===== config.mk =====
export PLATFORM = sky130hd
export DESIGN_NAME = cache_l1_ctrl
export DESIGN_NICKNAME = d
export VERILOG_FILES = /design/src/rtl/cache_l1_ctrl.sv
export SDC_FILE = /design/constraint.sdc
export NUM_CORES = 2
export LEC_CHECK = 0
export BUFFER_PORTS_ARGS = -buffer_cell sky130_fd_sc_hd__buf_2
export CAP_MARGIN = 0
export CELL_PAD_IN_SITES_DETAIL_PLACEMENT = 1
export CELL_PAD_IN_SITES_GLOBAL_PLACEMENT = 1
export CORE_MARGIN = 2
export CORE_UTILIZATION = 25
export DETAILED_ROUTE_END_ITERATION = 12
export PLACE_DENSITY_LB_ADDON = 0.1
export SYNTH_ARGS = -nofsm -noshare
export SYNTH_HDL_FRONTEND = slang
export SYNTH_SLANG_ARGS = --single-unit

===== constraint.sdc =====
create_clock -name clk_i -period 11.63 [get_ports clk_i]
set_input_delay 2.326 -clock clk_i [delete_from_list [all_inputs] [get_ports clk_i]]
set_output_delay 2.326 -clock clk_i [all_outputs]
set_load 0.05 [all_outputs]

===== src/rtl/cache_l1_ctrl.sv =====
// L1 cache control stage: 4-way tag/valid/dirty arrays, hit/miss FSM, write-back and refill.
// Optional hit/miss counters are built only when CACHE_STATS_EN is defined.
module cache_l1_ctrl #(
  parameter int ADDR_W   = 32,
  parameter int INDEX_W  = 5,
  parameter int OFFSET_W = 4,
  parameter int WAY_W    = 2,
  localparam int TAG_W    = ADDR_W - INDEX_W - OFFSET_W,
  localparam int NUM_SETS = 1 << INDEX_W,
  localparam int NUM_WAYS = 1 << WAY_W
) (
  input  logic                clk_i,
  input  logic                rst_i,
  input  logic                cpu_req_valid_i,
  input  logic                cpu_req_rw_i,
  input  logic [ADDR_W-1:0]   cpu_req_addr_i,
  output logic                cpu_req_ready_o,
  output logic                cpu_resp_valid_o,
  output logic                cpu_resp_hit_o,
  output logic                mem_req_valid_o,
  output logic                mem_req_rw_o,
  output logic [ADDR_W-1:0]   mem_req_addr_o,
  input  logic                mem_ack_i,
  output logic [INDEX_W-1:0]  dat_index_o,
  output logic [WAY_W-1:0]    dat_way_o,
  output logic                dat_we_o,
  output logic                dat_fill_o,
  output logic                lru_valid_o,
  output logic [INDEX_W-1:0]  lru_index_o,
  output logic [WAY_W-1:0]    lru_way_o,
  input  logic [WAY_W-1:0]    lru_victim_i,
  output logic [31:0]         hit_cnt_o,
  output logic [31:0]         miss_cnt_o
);

  typedef enum logic [1:0] {S_IDLE, S_COMPARE, S_WRITE_BACK, S_ALLOCATE} state_t;

  state_t                      state_q;
  logic                        req_rw_q;
  logic [TAG_W-1:0]            req_tag_q;
  logic [INDEX_W-1:0]          req_index_q;
  logic [WAY_W-1:0]            victim_q;
  logic                        refill_q;
  logic [NUM_WAYS-1:0]         valid_q [NUM_SETS];
  logic [NUM_WAYS-1:0]         dirty_q [NUM_SETS];
  logic [TAG_W-1:0]            tag_q   [NUM_SETS][NUM_WAYS];

  logic [NUM_WAYS-1:0]         set_valid;
  logic [NUM_WAYS-1:0]         set_dirty;
  logic [NUM_WAYS-1:0]         way_match;
  logic                        hit;
  logic [WAY_W-1:0]            hit_way;
  logic [WAY_W-1:0]            inv_way;
  logic [WAY_W-1:0]            miss_victim;
  logic                        victim_needs_wb;
  logic                        in_compare;
  logic                        in_mem;
  logic                        unused_offset;

  // Offset bits select bytes inside the external data array only.
  assign unused_offset = ^cpu_req_addr_i[OFFSET_W-1:0];

  assign set_valid = valid_q[req_index_q];
  assign set_dirty = dirty_q[req_index_q];

  for (genvar gi = 0; gi < NUM_WAYS; gi++) begin : g_cmp
    assign way_match[gi] = set_valid[gi] && (tag_q[req_index_q][gi] == req_tag_q);
  end

  // Descending scans so the lowest-numbered way takes priority.
  always_comb begin
    hit_way = '0;
    inv_way = '0;
    for (int i = NUM_WAYS - 1; i >= 0; i--) begin
      if (way_match[i]) hit_way = WAY_W'(i);
      if (!set_valid[i]) inv_way = WAY_W'(i);
    end
  end

  assign hit             = |way_match;
  assign miss_victim     = (&set_valid) ? lru_victim_i : inv_way;
  assign victim_needs_wb = set_valid[miss_victim] && set_dirty[miss_victim];

  always_ff @(posedge clk_i or posedge rst_i) begin
    if (rst_i) begin
      state_q     <= S_IDLE;
      req_rw_q    <= 1'b0;
      req_tag_q   <= '0;
      req_index_q <= '0;
      victim_q    <= '0;
      refill_q    <= 1'b0;
      for (int s = 0; s < NUM_SETS; s++) begin
        valid_q[s] <= '0;
        dirty_q[s] <= '0;
      end
    end else begin
      case (state_q)
        S_IDLE: begin
          if (cpu_req_valid_i) begin
            req_rw_q    <= cpu_req_rw_i;
            req_tag_q   <= cpu_req_addr_i[ADDR_W-1 -: TAG_W];
            req_index_q <= cpu_req_addr_i[OFFSET_W +: INDEX_W];
            refill_q    <= 1'b0;
            state_q     <= S_COMPARE;
          end
        end
        S_COMPARE: begin
          if (hit) begin
            if (req_rw_q) dirty_q[req_index_q][hit_way] <= 1'b1;
            refill_q <= 1'b0;
            state_q  <= S_IDLE;
          end else begin
            victim_q <= miss_victim;
            state_q  <= victim_needs_wb ? S_WRITE_BACK : S_ALLOCATE;
          end
        end
        S_WRITE_BACK: begin
          if (mem_ack_i) state_q <= S_ALLOCATE;
        end
        S_ALLOCATE: begin
          if (mem_ack_i) begin
            valid_q[req_index_q][victim_q] <= 1'b1;
            dirty_q[req_index_q][victim_q] <= 1'b0;
            refill_q <= 1'b1;
            state_q  <= S_COMPARE;
          end
        end
        default: state_q <= S_IDLE;
      endcase
    end
  end

  // Tags need no reset: an entry is only trusted once its valid bit is set.
  always_ff @(posedge clk_i) begin
    if (state_q == S_ALLOCATE && mem_ack_i) begin
      tag_q[req_index_q][victim_q] <= req_tag_q;
    end
  end

  assign in_compare = (state_q == S_COMPARE);
  assign in_mem     = (state_q == S_WRITE_BACK) || (state_q == S_ALLOCATE);

  assign cpu_req_ready_o  = (state_q == S_IDLE);
  assign cpu_resp_valid_o = in_compare && hit;
  assign cpu_resp_hit_o   = in_compare && hit && !refill_q;

  assign mem_req_valid_o = in_mem;
  assign mem_req_rw_o    = (state_q == S_WRITE_BACK);

  always_comb begin
    mem_req_addr_o = '0;
    if (state_q == S_WRITE_BACK) begin
      mem_req_addr_o = {tag_q[req_index_q][victim_q], req_index_q, {OFFSET_W{1'b0}}};
    end else if (state_q == S_ALLOCATE) begin
      mem_req_addr_o = {req_tag_q, req_index_q, {OFFSET_W{1'b0}}};
    end
  end

  assign dat_index_o = (state_q != S_IDLE) ? req_index_q : '0;
  assign lru_index_o = (state_q != S_IDLE) ? req_index_q : '0;
  assign dat_way_o   = (in_compare && hit) ? hit_way : (in_mem ? victim_q : '0);
  assign dat_we_o    = in_compare && hit && req_rw_q;
  assign dat_fill_o  = (state_q == S_ALLOCATE) && mem_ack_i;
  assign lru_valid_o = in_compare && hit;
  assign lru_way_o   = (in_compare && hit) ? hit_way : '0;

`ifdef CACHE_STATS_EN
  logic [31:0] hit_cnt_q;
  logic [31:0] miss_cnt_q;

  always_ff @(posedge clk_i or posedge rst_i) begin
    if (rst_i) begin
      hit_cnt_q  <= '0;
      miss_cnt_q <= '0;
    end else begin
      if (in_compare && hit && !refill_q && hit_cnt_q != 32'hFFFF_FFFF) begin
        hit_cnt_q <= hit_cnt_q + 32'd1;
      end
      if (in_compare && !hit && miss_cnt_q != 32'hFFFF_FFFF) begin
        miss_cnt_q <= miss_cnt_q + 32'd1;
      end
    end
  end

  assign hit_cnt_o  = hit_cnt_q;
  assign miss_cnt_o = miss_cnt_q;
`else
  assign hit_cnt_o  = '0;
  assign miss_cnt_o = '0;
`endif

endmodule


# Yosys cells after proc, flatten, opt, wreduce, memory -nomap -nowiden
# Memories as Yosys holds them, arrays and structs flattened.
# Cells that the tools add are included.
# Widths: inputs -> output; s select.
# classes
magnitude_cmp	9
eq_ne	12
n_mux	54
n_bitwise	7
reduce_logical	27
# ops
cell	n
$mux 128	3
$or 128x128->128	2
$pmux 128 s2	1
$and 128x128->128	1
$not 128->128	1
$eq 23x23->1	4
$mux 92	1
$mux 23	3
$mux 32	2
$bmux 23 s2	1
$demux 23 s2	1
$bmux 4 s5	2
$demux 4 s5	2
$mux 2	16
$mux 4	6
$logic_and 1x1->1	13
$reduce_and 4->1	3
$lt 2x3->1 const B	3
$mux 1	9
$ne 2x2->1 const B	4
$pmux 2 s4	1
$ge 6x6->1 const B	1
$lt 6x1->1 const B	1
$not 5->6	1
other kinds (20)	27
# word_totals
regBits	290
ram_bits	2944
input_bits	39
out_inout_bits	118
word_cells	180
mem_count	1
# mem_list
memory	depth	width	read_ports	rd_clocked_by_memory_dff	wr	line	rtl
tag_q	32	92	1	0	1	46	logic [TAG_W-1:0] tag_q [NUM_SETS][NUM_WAYS];

# Logic depth before layout (Yosys ltp)
# depth
word_depth	19
depth_mapped	20
ltp_nobuf	10

# Worst setup path before layout
# No wires, ideal clock.
# synth_path
kind	register -> output
from	register req_tag_q[22]
to	output cpu_resp_hit_o
t_arrival_ns	4.940
required_time_ns	9.304
slack_ns	4.364
path_stages_with_launch	9
path_cell_list	dfrtp_1 > inv_1 > xnor2_1 > nor4_1 > nand2_1 > nor4_1 > o21ba_2 > a21oi_1 > nor2b_1
# synth_via
elab_chain_len	5
# synth_lines
item	line	rtl
start: declaration	40	logic [TAG_W-1:0] req_tag_q;
start signal: assignment	101	req_tag_q <= cpu_req_addr_i[ADDR_W-1 -: TAG_W];
$eq 23x23->1	67	assign way_match[gi] = set_valid[gi] && (tag_q[req_index_q][gi] == req_tag_q);
$logic_and 1x1->1	67	
$reduce_or 4->1 (*)	80	assign hit = |way_match;
$logic_and 1x1->1 (*)	n/a	
via cpu_resp_valid_o	18	output logic cpu_resp_valid_o,
$logic_and 1x1->1 (*)	145	assign cpu_resp_hit_o = in_compare && hit && !refill_q;
end: declaration	19	output logic cpu_resp_hit_o,
# The timed path passes the listed nets; every way through them passes the cells marked *.

# Worst setup path in the final report
# layout_path
from	register req_index_q[0]
to	output dat_way_o[1]
# layout_via
elab_chain_len	10
# layout_lines
item	line	rtl
start: declaration	41	logic [INDEX_W-1:0] req_index_q;
start signal: assignment	102	req_index_q <= cpu_req_addr_i[OFFSET_W +: INDEX_W];
branches (longest 9 deep; another with $mem_v2 32x92)	n/a	
$mux 2 (*)	161	assign dat_way_o = (in_compare && hit) ? hit_way : (in_mem ? victim_q : '0);
end: declaration	25	output logic [WAY_W-1:0] dat_way_o,
# Every way passes the cells marked *. The select of a mux whose other input is x is not followed.

==> impl_results.md <==
* Final ANT Viol Nets at 0
* R2R Path End: dirty_q[26]
* Max VDD drop at 0.173 mV
* Layout cells sized above 1 at between 10% and 20%
* Total track usage at 19.9%
* WHS Endpoint: valid_q[30]
* First-pass GRT wire length at a little over 700,000 um
* Cell area after synthesis at 0.129 mm2
* Synth Instances at 7,408
* Failing checks: capacitance limit, slew limit
* Finish-stage setup viols at 0
* Global route total overflow at 0
* Nets at 7,848
* GP Congestion at about 0.80
* WL per Instance at 35.8 um
* WP data arrival at 8600 ps
* Ports at 157
* Vias in the first global route at 76,278
* Async S/R FF share, synth at 8.97%
* WHS Path Cells at 1
* Sw frac at between 30% and 40%
* Logic pwr share at 32.9%
* Worst R2R Path Depth at 12
* Pins Over Slew Limit at 4
* P_int at around 25 mW
* Psw at 15.3 mW
* Synth warn at 0
* Reg2reg setup slack at 4060 ps
* Die X at 722 um
* Slowest cell on crit path: nor4_1
* Clock Latency Late Sink at 990 ps
* Largest net degree at the start of global routing at ~130
* MaxCap Viol Count at 1
* Hold WC Path Type: reg -> reg
* Count of hold-fix buffers inserted at cts at 0
* CP Buf/Inv Count at 4
* Post-synth top cells: 2,944 x edfxtp_1, 1,330 x mux2i_1, 664 x o22ai_1
* Top FF cell, synth: edfxtp_1
* RSZ-0062 raised after global routing: false
* Leakage power at 52.1 nW
* H-Tree Depth at 5
* Area Growth Syn to Fin at 17.6%
* Worst hold path startpoint: valid_q[30]
* Vias at 73,182
* Final hold vios at 0
* PostCTS Resize Cnt at 0
* Total die area at roughly 0.52 mm2
* Distinct cells, synth at 70
* #FFs+latches synth at between 3,000 and 4,000
* Initial antenna violation count at 54
* Slew @ Worst Pin at 1530 ps
* Root buf cell: clkbuf_16
* # port buffers at 84
* Yosys top cell by area: edfxtp_1
* Sequential area share after synthesis at 74.2%
* Total power at 40.4 mW
* Fin crit period at around 11,000 ps
* CTS Sinks at approximately 3,200
* Dpl hpwl at 300,000 um
* CP Class: reg -> out
* Tcrit/Tclk final at 94.0%
* Total CTS buffers at 376
* Status: complete, but fails checks
* CP Max Fanout at 46
* Syn_area_per_cell at 17.4 um2
* Drt initial violations at around 6,400
* Clock power frac at 29.2%
* Most common cell in the netlist: edfxtp_1
* Largest cells by area after synthesis: edfxtp_1 69%, mux2i_1 10%, dfrtp_1 5.6%
* Critical Path RT at 9300 ps
* Row cnt at roughly 260
* Slew Limit Headroom at -2.87%
* Clk_skew at 35.2 ps
* CTS Buffer Depth at 4
* TNS Setup at 0 ps
* Highest clock rate at 0.0915 GHz
* Max stage delay on crit path at ~1200 ps
* Cell breakdown of the critical path: buf_4 -> buf_12 -> mux4_2 -> a22oi_1 -> nand4_1 -> xor2_1 -> nor4_1 -> nand2_1 -> nor4_1 -> buf_4 -> o21ba_2 -> o21ai_0 -> buf_2
* Worst R2R Start: req_index_q[0]
* PwrDens at between 200 and 300 mW/mm2
* Crit end category: output port
* Post-synth top area share at roughly two thirds
* Die height at approximately 720 um
* Seq pwr share at about 38%
* Post-synth EDFFs at between 2,000 and 3,000
* Clock slew at reported path FFs at 60 ps
* Vias/cell at 4.92
* Family with the most delay on the worst path: simple AND/OR/NAND/NOR gates
* DRC viols at 0
* Initial Util at 25.1%
* Worst setup SP type: flop
* 1st-pass router iterations at 5
* DRT Wirelength at 533,000 um
* Post CTS Setup Buffer Count at 0
* CTS tree: built
* Core area at 0.513 mm2
-- power groups by stage --
stage               sequential (mW)  clock, mW  combinational [mW]
floorplan                      15.7          0                6.68
global placement               15.5          0                13.3
detailed placement             15.5          0                13.4
CTS                            15.3       12.1                13.5
global route                   15.3       12.5                13.9
finish                         15.3       11.8                13.3
-- how the worst max path moves through the flow --
stage | startpoint | endpoint | cells past startpoint
after floorplan | rst_i | dirty_q[0] | 1
after global placement | req_index_q[0] | dat_way_o[1] | 13
after detailed placement | req_index_q[0] | dat_way_o[1] | 13
after CTS | req_index_q[0] | dat_way_o[1] | 13
after global routing | req_index_q[0] | cpu_resp_hit_o | 14
final | req_index_q[0] | dat_way_o[1] | 13
-- logic make-up (layout without fill, tap and decap cells) --
| kind of cell | after synthesis | after routing | share of synthesized area, % |
|---|---|---|---|
| simple gates | 951 | 951 | 3.95 |
| compound gates | 1047 | 1047 | 5.21 |
| flops | 3234 | 3234 | 74.2 |
| other cells | 1 | 80 | 0.00291 |
| buf+inv | 598 | 1242 | 2.73 |
| fa+ha+maj | 4 | 4 | 0.0388 |
| xor+xnor | 41 | 41 | 0.279 |
| mux | 1532 | 1532 | 13.6 |
-- layout by cell type (no fill, tap or decap), drive strengths merged, types with 38 or more instances in the layout --
master,synthesis,final
dfrtp,290,290
mux2i,1330,1330
inv,91,97
a22oi,56,56
nand2,186,186
edfxtp,2944,2944
o22ai,664,664
buf,416,459
nor3,38,38
clkbuf,91,511
a21oi,87,87
clkinv,0,143
conb,1,68
nor4,191,191
nor2,220,220
o21ai,96,96
or2,133,133
mux4,169,169
-- per-stage QoR --
stage / setup slack, ps / utilization, % / cell area [um2] / hold WS [ps] / cells
finish: 700 / 29.5 / 152000 / 459 / 14888
global route: 655 / 29.5 / 152000 / 465 / 14877
CTS: 719 / 29.5 / 152000 / 463 / 14876
detailed placement: 1820 / 27.2 / 139000 / 449 / 14184
global placement: 1850 / 27.2 / 139000 / 444 / 14184
floorplan: 1300 / - / 129000 / 434 / 7475
-- per-layer routing --
metal / wire, um / GRT usage (%) / vias up / part of all wire (%)
li1: - / - / 30395 / -
met1: 241000 / 27.3 / 40442 / 45
met2: 255000 / 33.3 / 1709 / 48
met3: 21800 / 2.43 / 632 / 4.1
met4: 14500 / 5.15 / 4 / 2.7
met5: 27 / 0 / - / 0.0051
-- area by class of cell --
cell class | count | area, um2
Multi-Input combinational cell | 3643 | 31200
Inverter | 91 | 349
Sequential cell | 3234 | 95800
Tap cell | 6757 | 8450
Fill cell | 52601 | 362000
Antenna cell | 12 | 30.0
Clock inverter | 181 | 1680
Timing Repair Buffer | 459 | 3710
Clock buffer | 511 | 10400
-- sequential cells by signal, summed over array words and instances, names as in the netlist --
register and cells:
tag_q 2944, dirty_q 128, valid_q 128, req_tag_q 23
req_index_q 5, state_q 2, victim_q 2, refill_q 1
req_rw_q 1
Power figures use the tool's default switching activity.
